$ cat config.mk
export PLATFORM = sky130hd
export DESIGN_NAME = tib_loader
export DESIGN_NICKNAME = d
export VERILOG_FILES = /design/src/rtl/tib_loader.sv
export SDC_FILE = /design/constraint.sdc
export NUM_CORES = 1
export LEC_CHECK = 0
export CAP_MARGIN = 10
export CORE_MARGIN = 8
export CORE_UTILIZATION = 45
export CTS_BUF_LIST = sky130_fd_sc_hd__clkbuf_4 sky130_fd_sc_hd__clkbuf_8 sky130_fd_sc_hd__clkbuf_16
export DETAILED_ROUTE_END_ITERATION = 16
export PLACE_DENSITY = 0.76
export SYNTH_ARGS = -nofsm -noshare
export SYNTH_HDL_FRONTEND = slang
export SYNTH_SLANG_ARGS = --single-unit
$ cat constraint.sdc
create_clock -name i_clk -period 3.4 [get_ports i_clk]
set_clock_uncertainty 0.2 [all_clocks]
set_input_delay 0.51 -clock i_clk [delete_from_list [all_inputs] [get_ports i_clk]]
set_output_delay 0.51 -clock i_clk [all_outputs]
set_load 0.1 [all_outputs]
$ cat src/rtl/tib_loader.sv
// Line-edits a console byte stream into the TIB and hands each terminated line to the core.
// One byte per 2 cycles with grant high; rx_ready is low while a write is pending or the line is owned by the core.
module tib_loader #(
    parameter int unsigned TIB    = 'h1000,
    parameter int unsigned TIB_SZ = 'h100,
    parameter int unsigned ASZ    = 17
) (
    input  logic                      i_clk,
    input  logic                      i_rst,
    input  logic                      i_rx_valid,
    input  logic [7:0]                i_rx_data,
    output logic                      o_rx_ready,
    output logic                      o_mem_req,
    input  logic                      i_mem_gnt,
    output logic [ASZ-1:0]            o_mem_addr,
    output logic [7:0]                o_mem_data,
    output logic                      o_mem_we,
    output logic                      o_line_rdy,
    output logic [$clog2(TIB_SZ)-1:0] o_line_len,
    output logic                      o_line_ovf,
    input  logic                      i_line_ack
);
    localparam int unsigned LW = $clog2(TIB_SZ);
    localparam logic [LW-1:0] IDX_MAX = LW'(TIB_SZ - 1);
    localparam logic [ASZ-1:0] TIB_A = ASZ'(TIB);

    typedef enum logic [1:0] {S_IDLE, S_WR, S_TERM, S_DONE} state_t;

    state_t         r_state, w_state;
    logic [LW-1:0]  r_idx, w_idx;
    logic [ASZ-1:0] r_addr, w_addr;
    logic [7:0]     r_data, w_data;
    logic           r_rx_ready, r_mem_req;
    logic           r_line_rdy, w_line_rdy;
    logic [LW-1:0]  r_line_len, w_line_len;
    logic           r_line_ovf, w_line_ovf;
    logic           r_last_cr, w_last_cr;

    logic           w_rx_hs, w_mem_hs;
    logic [ASZ-1:0] w_tib_idx;
    logic [7:0]     w_byte;

    assign w_rx_hs   = i_rx_valid && r_rx_ready;
    assign w_mem_hs  = r_mem_req && i_mem_gnt;
    assign w_tib_idx = TIB_A + ASZ'(r_idx);
    // Control bytes with no editing meaning are stored as spaces.
    assign w_byte    = (i_rx_data < 8'h20) ? 8'h20 : i_rx_data;

    always_comb begin
        w_state    = r_state;
        w_idx      = r_idx;
        w_addr     = r_addr;
        w_data     = r_data;
        w_line_rdy = r_line_rdy;
        w_line_len = r_line_len;
        w_line_ovf = r_line_ovf;
        w_last_cr  = r_last_cr;
        case (r_state)
            S_IDLE: begin
                if (w_rx_hs) begin
                    w_last_cr = 1'b0;
                    if (i_rx_data == 8'h0D || (i_rx_data == 8'h0A && !r_last_cr)) begin
                        w_last_cr = (i_rx_data == 8'h0D);
                        w_addr    = w_tib_idx;
                        w_data    = 8'h00;
                        w_state   = S_TERM;
                    end else if (i_rx_data == 8'h0A) begin
                        w_state = S_IDLE;
                    end else if (i_rx_data == 8'h08 || i_rx_data == 8'h7F) begin
                        if (r_idx != '0) w_idx = r_idx - LW'(1);
                    end else if (r_idx != IDX_MAX) begin
                        w_addr  = w_tib_idx;
                        w_data  = w_byte;
                        w_state = S_WR;
                    end else begin
                        w_line_ovf = 1'b1;
                    end
                end
            end
            S_WR: begin
                if (w_mem_hs) begin
                    w_idx   = r_idx + LW'(1);
                    w_state = S_IDLE;
                end
            end
            S_TERM: begin
                if (w_mem_hs) begin
                    w_line_len = r_idx;
                    w_line_rdy = 1'b1;
                    w_state    = S_DONE;
                end
            end
            S_DONE: begin
                if (i_line_ack) begin
                    w_line_rdy = 1'b0;
                    w_idx      = '0;
                    w_line_ovf = 1'b0;
                    w_state    = S_IDLE;
                end
            end
            default: w_state = S_IDLE;
        endcase
    end

    // Handshake outputs are registered from the next state so they align with r_state.
    always_ff @(posedge i_clk or negedge i_rst) begin
        if (!i_rst) begin
            r_state    <= S_IDLE;
            r_idx      <= '0;
            r_addr     <= TIB_A;
            r_data     <= 8'h00;
            r_rx_ready <= 1'b0;
            r_mem_req  <= 1'b0;
            r_line_rdy <= 1'b0;
            r_line_len <= '0;
            r_line_ovf <= 1'b0;
            r_last_cr  <= 1'b0;
        end else begin
            r_state    <= w_state;
            r_idx      <= w_idx;
            r_addr     <= w_addr;
            r_data     <= w_data;
            r_rx_ready <= (w_state == S_IDLE);
            r_mem_req  <= (w_state == S_WR) || (w_state == S_TERM);
            r_line_rdy <= w_line_rdy;
            r_line_len <= w_line_len;
            r_line_ovf <= w_line_ovf;
            r_last_cr  <= w_last_cr;
        end
    end

    assign o_rx_ready = r_rx_ready;
    assign o_mem_req  = r_mem_req;
    assign o_mem_we   = r_mem_req;
    assign o_mem_addr = r_addr;
    assign o_mem_data = r_data;
    assign o_line_rdy = r_line_rdy;
    assign o_line_len = r_line_len;
    assign o_line_ovf = r_line_ovf;
endmodule

* Word level (Yosys, flattened, before mapping)
Index checks and enable logic that the tools add are counted.
** Cells by class
- $add $sub $neg :: 3
- Magnitude comparators :: 1
- Eq/ne operators :: 22
- Reductions and logical operators :: 20
- Mux-type cells :: 36
** Operator list (number)
- 8-bit two-way mux :: 12
- 17-bit two-way mux :: 4
- 8-bit by 4-bit == test with 1-bit output (second input constant) :: 3
- 2-bit != test (second input constant) :: 12
- 8-bit case mux with 3 select lines :: 1
- 2-bit two-way mux :: 8
- 13-bit by 8-bit adder with 14-bit output (first input constant) :: 1
- 8-bit by 1-bit adder with 8-bit output (second input constant) :: 1
- 8-bit by 7-bit == test with 1-bit output (second input constant) :: 1
- 8-bit by 6-bit less-than comparator with 1-bit output (second input constant) :: 1
- 1-bit two-way mux :: 8
- 8-bit != test (second input constant) :: 1
- 2-bit case mux with 4 select lines :: 1
- 8-bit AND reduction :: 1
- 8-bit nonzero test :: 1
- 8-bit by 1-bit subtractor with 8-bit output (second input constant) :: 1
- 7-bit AND reduction :: 1
- 2-bit == test (second input constant) :: 3
- 2-bit nonzero test :: 3
- 5-bit AND reduction :: 1
- 2-bit by 1-bit == test with 1-bit output (second input constant) :: 2
- 2-bit logical NOT :: 2
- 1-bit case mux with 2 select lines :: 2
- 2-bit AND reduction :: 2
- other kinds (5) :: 9
** Storage, ports and cells
- Word-level logic and storage cells :: 92
- Bits in registers :: 48
- Bits of input ports :: 13
- Output and inout port bits :: 38

* Logic depth before layout (Yosys ltp)
Gate-level depths: netlist of the first run.
- Word-level depth :: 9
- Gate-level depth with buffers :: 10
- Mapped depth without buffers :: 9

* Worst setup path before layout of the first run
Ideal clock, no wire load.
- Kind :: reg2reg
- Start :: register r_state[0]
- End :: register r_idx[7]
- Period minus slack after synthesis :: 2.566 ns
- Slack :: 0.834 ns
- Stages on the path, launching flop included :: 10
- Arrival time :: 2.238 ns
- Path buffers :: 1
- Path through :: dfrtp_1 -> clkbuf_1 -> nand2b_1 -> ha_1 -> a211oi_1 -> a21oi_1 -> o41ai_1 -> nor4_1 -> a31oi_1 -> nand3_1
** Between the ends
- Cells in the longest elaborated chain, start to end :: 3
- Elaborated cells between the ends (all ways) :: 13
** Ends and longest elaborated chain
- start, declared :: RTL line 29 : state_t r_state, w_state;
- start signal, assigned :: RTL line 119 : r_state <= w_state;
- 2-bit by 1-bit == test with 1-bit output (tied with other cells) :: RTL line 58 : case (r_state)
- 2-bit != test (no source line) / 3-bit nonzero test (equally long branches)
- 8-bit AND reduction (no source line)
- end signal, assigned :: RTL line 120 : r_idx <= w_idx;
- end, declared :: RTL line 30 : logic [LW-1:0] r_idx, w_idx;
Several ways; a longest one is shown, not always the timed one.
A chain may end at the register's enable or synchronous reset.

* Worst setup path after layout of the first run
- Start :: input i_rx_data[1]
- End :: register r_idx[0]
** Between the ends
- Cells in the longest elaborated chain, start to end :: 5
- Elaborated cells between the ends (all ways) :: 11
** Ends and longest elaborated chain
- start, declared :: RTL line 11 : input logic [7:0] i_rx_data,
- 8-bit by 4-bit == test with 1-bit output :: RTL line 62, 67
- 1-bit logical AND :: RTL line 62 : if (i_rx_data == 8'h0D || (i_rx_data == 8'h0A && !r_last_cr)) begin
- 1-bit logical OR :: RTL line 62
- 2-bit != test (no source line)
- 8-bit AND reduction (no source line) *
Mark *: on every way between the ends. The rest lies on a longest branch, timed or not.

==> summary.txt, run 1 <==
Outcome: completed
GPL Wtd Cong: 0.8105
Mapped Cells: 209
CP Capture Type: flip-flop
Setup bufs post-CTS: 0
Max frequency: 350.9 MHz
Dominant synthesized flop cell: dfrtp_1
Area growth, synth to finish: 20.47%
GR Util All Layers: 13.01%
Antenna cell count: 0
Synth area leader: dfrtp_1
DR WL/cell: 14.88 um
Avg Cell Area, Syn: 10.27 um2
Seq/Total Area, Yosys: 45.48%
Num CTS Buffers: 5
Max-cap violations: 0
Max transition margin: 43.64%
Hold-fix buffers at CTS: 0
# H-tree levels: 2
Root Driver: clkbuf_8
Initial drt markers: 121
Number of fill cells: 418
Yosys top cell area share: 45.48%
Post-route DRC: 0
Synth top area cells: dfrtp_1 45%, mux2_2 6.3%, nand2_1 4.7%
CP Class: in -> reg
Num Clock Sinks: 39
Clock period minus worst slack: 2.849 ns
Crit-path max FO: 14
Hpwl dp: 3.399 mm
First-pass GRT wire length: 7.631 mm
ANT nets after route: 0
Share of layout cells above drive strength 1: 23.69%
IO Count: 51
Crit. Startpoint: i_rx_data[1]
CTS tree: built
Largest net degree at the start of global routing: 40
1st-pass router iterations: 4
Final nets: 270
Die area: 0.007234 mm2
Setup TNS: 0 ns
CTS Buffer Depth: 2
CP arrival: 2.83 ns
Actual slew at the worst max-slew pin: 0.8454 ns
Worst setup SP type: input pin
Via/cell ratio: 5.271
Vias in the first global route: 1641
Worst EP required: 3.38 ns
Mapped cell area: 0.002146 mm2
Synth Register Bits: 39
Final setup violation count: 0
RSZ-0062 raised after global routing: no
Synth Warn #: 0
Final hold violations: 0
Worst hold path class: in -> async
Synth cell types: 46
Reg clk slew, reported paths: 0.07 ns
Post-cts repair resize count: 0
Total grt overflow: 0
Total wire length: 4.509 mm
Die Y: 85.06 um
Total number of vias: 1597
Initial antenna violation count: 0
Skew-Pair Late Insertion Delay: 0.29 ns
Cell Rows: 25
Share of flip-flops with an asynchronous set or reset: 100.0%
Fin crit share: 83.81%
Number of synthesized flops with an enable pin: 0
Die span in x: 85.06 um
Critical R2R Launch: r_state[1]
Slew Viols, Final: 0
Core area: 0.004661 mm2
Port bufs: 41
Starting Density: 46.04%
## state kept, by name (all words and copies together) (netlist names)
signal and flops:
o_rx_ready 1, o_mem_data 8, o_line_ovf 1, r_state 2, o_mem_req 1, o_mem_addr 8
r_last_cr 1, o_line_len 8, r_idx 8, o_line_rdy 1
## worst paths after layout
path	to	slack (ns)	cells after the start
max	r_idx[0]	0.55	7
min	o_mem_data[7]	0.13	1
max reg2reg	r_idx[7]	0.72	9
min reg2reg	r_last_cr	0.28	2
max in group asynchronous	o_mem_data[6]	2.34	1
min in group i_clk	r_last_cr	0.28	2
## worst max-delay path, cell delays in order
cell and delay [ns]:
clkdlybuf4s50_1 0.56, or4b_1 0.47, a2111o_1 0.50, o2111ai_1 0.16, a21o_1 0.40, or3_1 0.17
nand2_1 0.05
## area by class of cell
class | instances | area, um2 | area share [%]
clock buffers | 6 | 82.58 | 3.195
clock inverters | 2 | 35.03 | 1.355
inverters | 14 | 52.55 | 2.033
multi-input cells | 146 | 1031 | 39.88
flip-flops and latches | 39 | 975.9 | 37.75
well taps | 54 | 67.56 | 2.614
repair buffers | 42 | 340.3 | 13.17
## cells in the final DEF, fill, tap and decap left out, types with 2 or more instances in the layout
| cell type | n |
|---|---|
| mux2_4 | 5 |
| o21a_1 | 2 |
| clkdlybuf4s50_1 | 11 |
| a21oi_1 | 5 |
| nand2_1 | 27 |
| o21ai_0 | 8 |
| nand3b_1 | 3 |
| clkbuf_8 | 6 |
| inv_1 | 14 |
| conb_1 | 9 |
| nor2_1 | 9 |
| nand4b_1 | 2 |
| o31ai_1 | 6 |
| nand4_1 | 3 |
| nor4_1 | 3 |
| buf_4 | 30 |
| mux2_2 | 12 |
| nand3_1 | 6 |
| ha_1 | 8 |
| xor2_1 | 3 |
| nor3_1 | 6 |
| or3_1 | 2 |
| mux2i_1 | 5 |
| dfrtp_1 | 39 |
## routing by layer
layer	routed length (um)	part of all wire, %	GRT usage (%)	up-vias
li1	-	-	-	798
met1	2115	47	15.32	753
met2	2050	45	21.31	41
met3	274	6.1	4.440	5
met4	68	1.5	4.854	0
met5	0	0	0	-
## Yosys cell counts, drive strengths merged (2+ instances only)
master,instances
nand4,3
o21a,2
nor2,9
conb,2
a21oi,5
nand4b,2
o31ai,6
inv,14
xor2,3
dfrtp,39
nor3,6
nand3b,3
o21ai,9
or3,2
buf,12
nand2,27
ha,8
clkbuf,5
nand3,7
mux2i,5
mux2,17
nor4,3
## per-stage QoR
stage	cell area, um2	setup WS, ns	hold WS (ns)	std cells	utilization [%]
6_report	2585	0.5506	0.1252	303	55.46
5_1_grt	2585	0.4334	0.1885	303	55.46
4_1_cts	2585	0.5552	0.1517	303	55.46
3_5_place_dp	2467	0.2605	0.2732	295	52.94
3_3_place_gp	2467	0.3191	0.2665	295	52.94
2_1_floorplan	2172	0.8343	0.01441	216	-
## kinds of logic (layout without fill, tap and decap cells)
family          count (synthesis)  in the layout  synth area share, %
compound gates                 33             33                10.50
simple gates                   69             69                16.62
mux                            22             22                12.13
xor+xnor                        4              4                1.633
other cells                     2              9               0.3500
fa+ha+maj                       9              9                5.598
flops                          39             39                45.48
buf+inv                        31             64                7.697
Power of run 1 is left out: the tool's default activity adds up to more than one toggle a clock period on the data nets, which glitch-free logic cannot reach.
==> inputs of run 2 (changes only) <==
PLACE_DENSITY = 0.79   (was 0.76)
clock period = 2.3 ns   (was 3.4 ns; I/O delays follow)
==> run 2 against run 1 <==
  * The run now ends with negative setup slack left
  * Utilization up 11 points
  * Via count rose by 18%
  * Sequential share of layout area fell by 6.3 points
  * Worst hold slack better by 0.15 ns
  * Count of clock-buffer cells in the layout unchanged
  * Critical endpoint is now o_mem_addr[7]
  * Largest cell class unchanged
  * Highest routed layer unchanged
==> summary.txt, run 2 (synthesis results as in run 1) <==
Slowest cell on crit path: a2111o_1
Initial antenna violation count: 0 (unchanged)
Max frequency: 429.7 MHz
CP max stage delay: 0.49 ns (-0.07 ns)
Most frequent cells in the layout: 59 x buf_4, 38 x dfrtp_1, 26 x nand2_1
DP Cell Count: 326 (+11%)
Violated checks: negative setup slack
Hpwl dp: 3.941 mm (+16%)
Setup TNS: -0.1545 ns (-0.1545 ns)
Reg2Reg Capture Point: o_mem_addr[7]
Cell Rows: 25 (unchanged)
Core area: 0.004661 mm2 (unchanged)
Largest net degree at the start of global routing: 25 (-38%)
Die Y: 85.06 um (unchanged)
CTS tree: built
R2R Setup Slk: -0.03 ns (-0.75 ns)
Max-cap violations: 0 (unchanged)
Core Util, Final: 66.68% (+11 points)
Starting Density: 46.04% (unchanged)
CP Cell Sequence: or4b_1 -> a2111o_1 -> o21ai_4 -> nand3_4 -> mux2_4
Final nets: 307 (+14%)
Reg clk slew, reported paths: 0.07 ns (about the same)
Fin crit share: 101.2%
Antenna cell count: 0 (unchanged)
Total grt overflow: 0 (unchanged)
IO Count: 51 (unchanged)
Clock period minus worst slack: 2.327 ns
Worst Hold Endpoint: o_mem_data[7]
1st-pass router iterations: 4 (unchanged)
ANT nets after route: 0 (unchanged)
Area growth, synth to finish: 44.84%
Die area: 0.007234 mm2 (unchanged)
Max transition margin: 65.93% (+22 points)
Post-route DRC: 0 (unchanged)
CP arrival: 2.31 ns (-0.52 ns)
Outcome: finished, violations left
Met2 wire length: 3.014 mm (+47%)
HP Start: i_rx_data[7]
Total number of vias: 1877 (+18%)
Actual slew at the worst max-slew pin: 0.5111 ns (-0.3343 ns)
Initial drt markers: 112 (-7.4%)
Hold path depth: 3
Crit-path max FO: 7 (-7)
Cell Count, Final, Fillers Out: 340 (+12%)
GPL Wtd Cong: 0.7936 (-2.1%)
Wire length on met3: 449 um (+64%)
Vias in the first global route: 1836 (+12%)
Num Clock Sinks: 39 (unchanged)
CTS Buffer Depth: 2 (unchanged)
Commonest non-fill, non-tap cell in the layout: buf_4
Max Used Layer: met4
Via/cell ratio: 5.521 (+4.7%)
DR WL/cell: 17.87 um (+20%)
RSZ-0062 raised after global routing: yes
Slew Viols, Final: 0 (unchanged)
Root Driver: clkbuf_8
Total wire length: 6.075 mm (+35%)
Worst EP required: 2.28 ns (-1.10 ns)
Worst R2R Path Depth: 5 (-4)
# H-tree levels: 2 (unchanged)
CP Capture Type: flip-flop
GR Util All Layers: 15.36% (+2.4 points)
Die span in x: 85.06 um (unchanged)
Final setup violation count: 8 (+8)
CP Class: reg -> reg
Worst hold path class: in -> reg
First-pass GRT wire length: 9.004 mm (+18%)
Num CTS Buffers: 5 (unchanged)
Skew-Pair Late Insertion Delay: 0.29 ns (about the same)
Share of layout cells above drive strength 1: 42.31% (+19 points)
Final hold violations: 0 (unchanged)
Metal1 wirelength: 2.485 mm (+17%)
Critical R2R Launch: r_last_cr
Post-route setup slack: -0.02728 ns (-0.5779 ns)
Worst setup SP type: flip-flop
Port bufs: 41 (unchanged)
## run 2: cell types whose count changed in the layout (fill, tap and decap cells not counted), sizes merged
cell	before	now
clkbuf	6	7
buf	31	65
nand3	7	8
clkdlybuf4s50	11	5
dlygate4sd2	0	3
dlygate4sd3	0	1
dlymetal6s2s	0	3
## run 2: area by class of cell
class | instances | area (um2)
Clock buffer | 6 | 82.58
Timing Repair Buffer | 78 | 661.9
Fill cell | 352 | 1553
Multi-Input combinational cell | 147 | 1231
Inverter | 14 | 52.55
Clock inverter | 2 | 35.03
Sequential cell | 39 | 977.2
Tap cell | 54 | 67.56
## run 2: critical path: cells and delay by family (launching register included)
kind | cells | cell delay [ns]
flip-flops | 1 | 0.40
AND/OR/NAND/NOR | 2 | 0.65
AO/OA/AOI/OAI | 2 | 0.63
multiplexers | 1 | 0.33
## run 2: what timing repair did
| item | in CTS | in global routing |
|---|---|---|
| resized for setup | 15 | 26 |
| endpoints found under the setup margin | 25 | 26 |
| gates cloned | 1 | 1 |
| hold buffers | 1 | 0 |
| setup buffers | 2 | 1 |
| hold endpoints to repair | 22 | 0 |
| pin swaps | 6 | 12 |
## run 2: worst max path at each step
stage	start	slack (ns)	cells after the start	to
floorplan	r_state[0]	-0.04	9	r_idx[7]
CTS	r_last_cr	-0.06	5	o_mem_addr[7]
global route	r_state[1]	-0.11	9	r_idx[7]
finish	r_last_cr	-0.03	5	o_mem_addr[7]
detailed placement	i_rx_data[0]	-0.47	7	o_mem_data[5]
global placement	i_rx_data[0]	-0.41	6	o_mem_addr[3]
## run 2: metal layers
layer  GRT usage (%)  vias up
li1                -      873
met1           18.84      909
met2           24.79       83
met3           3.571       12
met4           7.282        0
met5               0        -
## run 2: per-stage QoR
stage | cell area [um2] | setup slack (ns) | hold slack, ns
detailed placement | 2729 | -0.4678 | 0.1433
global route | 3108 | -0.1062 | 0.2925
CTS | 2937 | -0.06351 | 0.2933
finish | 3108 | -0.02728 | 0.2760
floorplan | 2188 | -0.03669 | -0.1506
global placement | 2729 | -0.4135 | 0.1417
Power of run 2 is left out for the same reason.
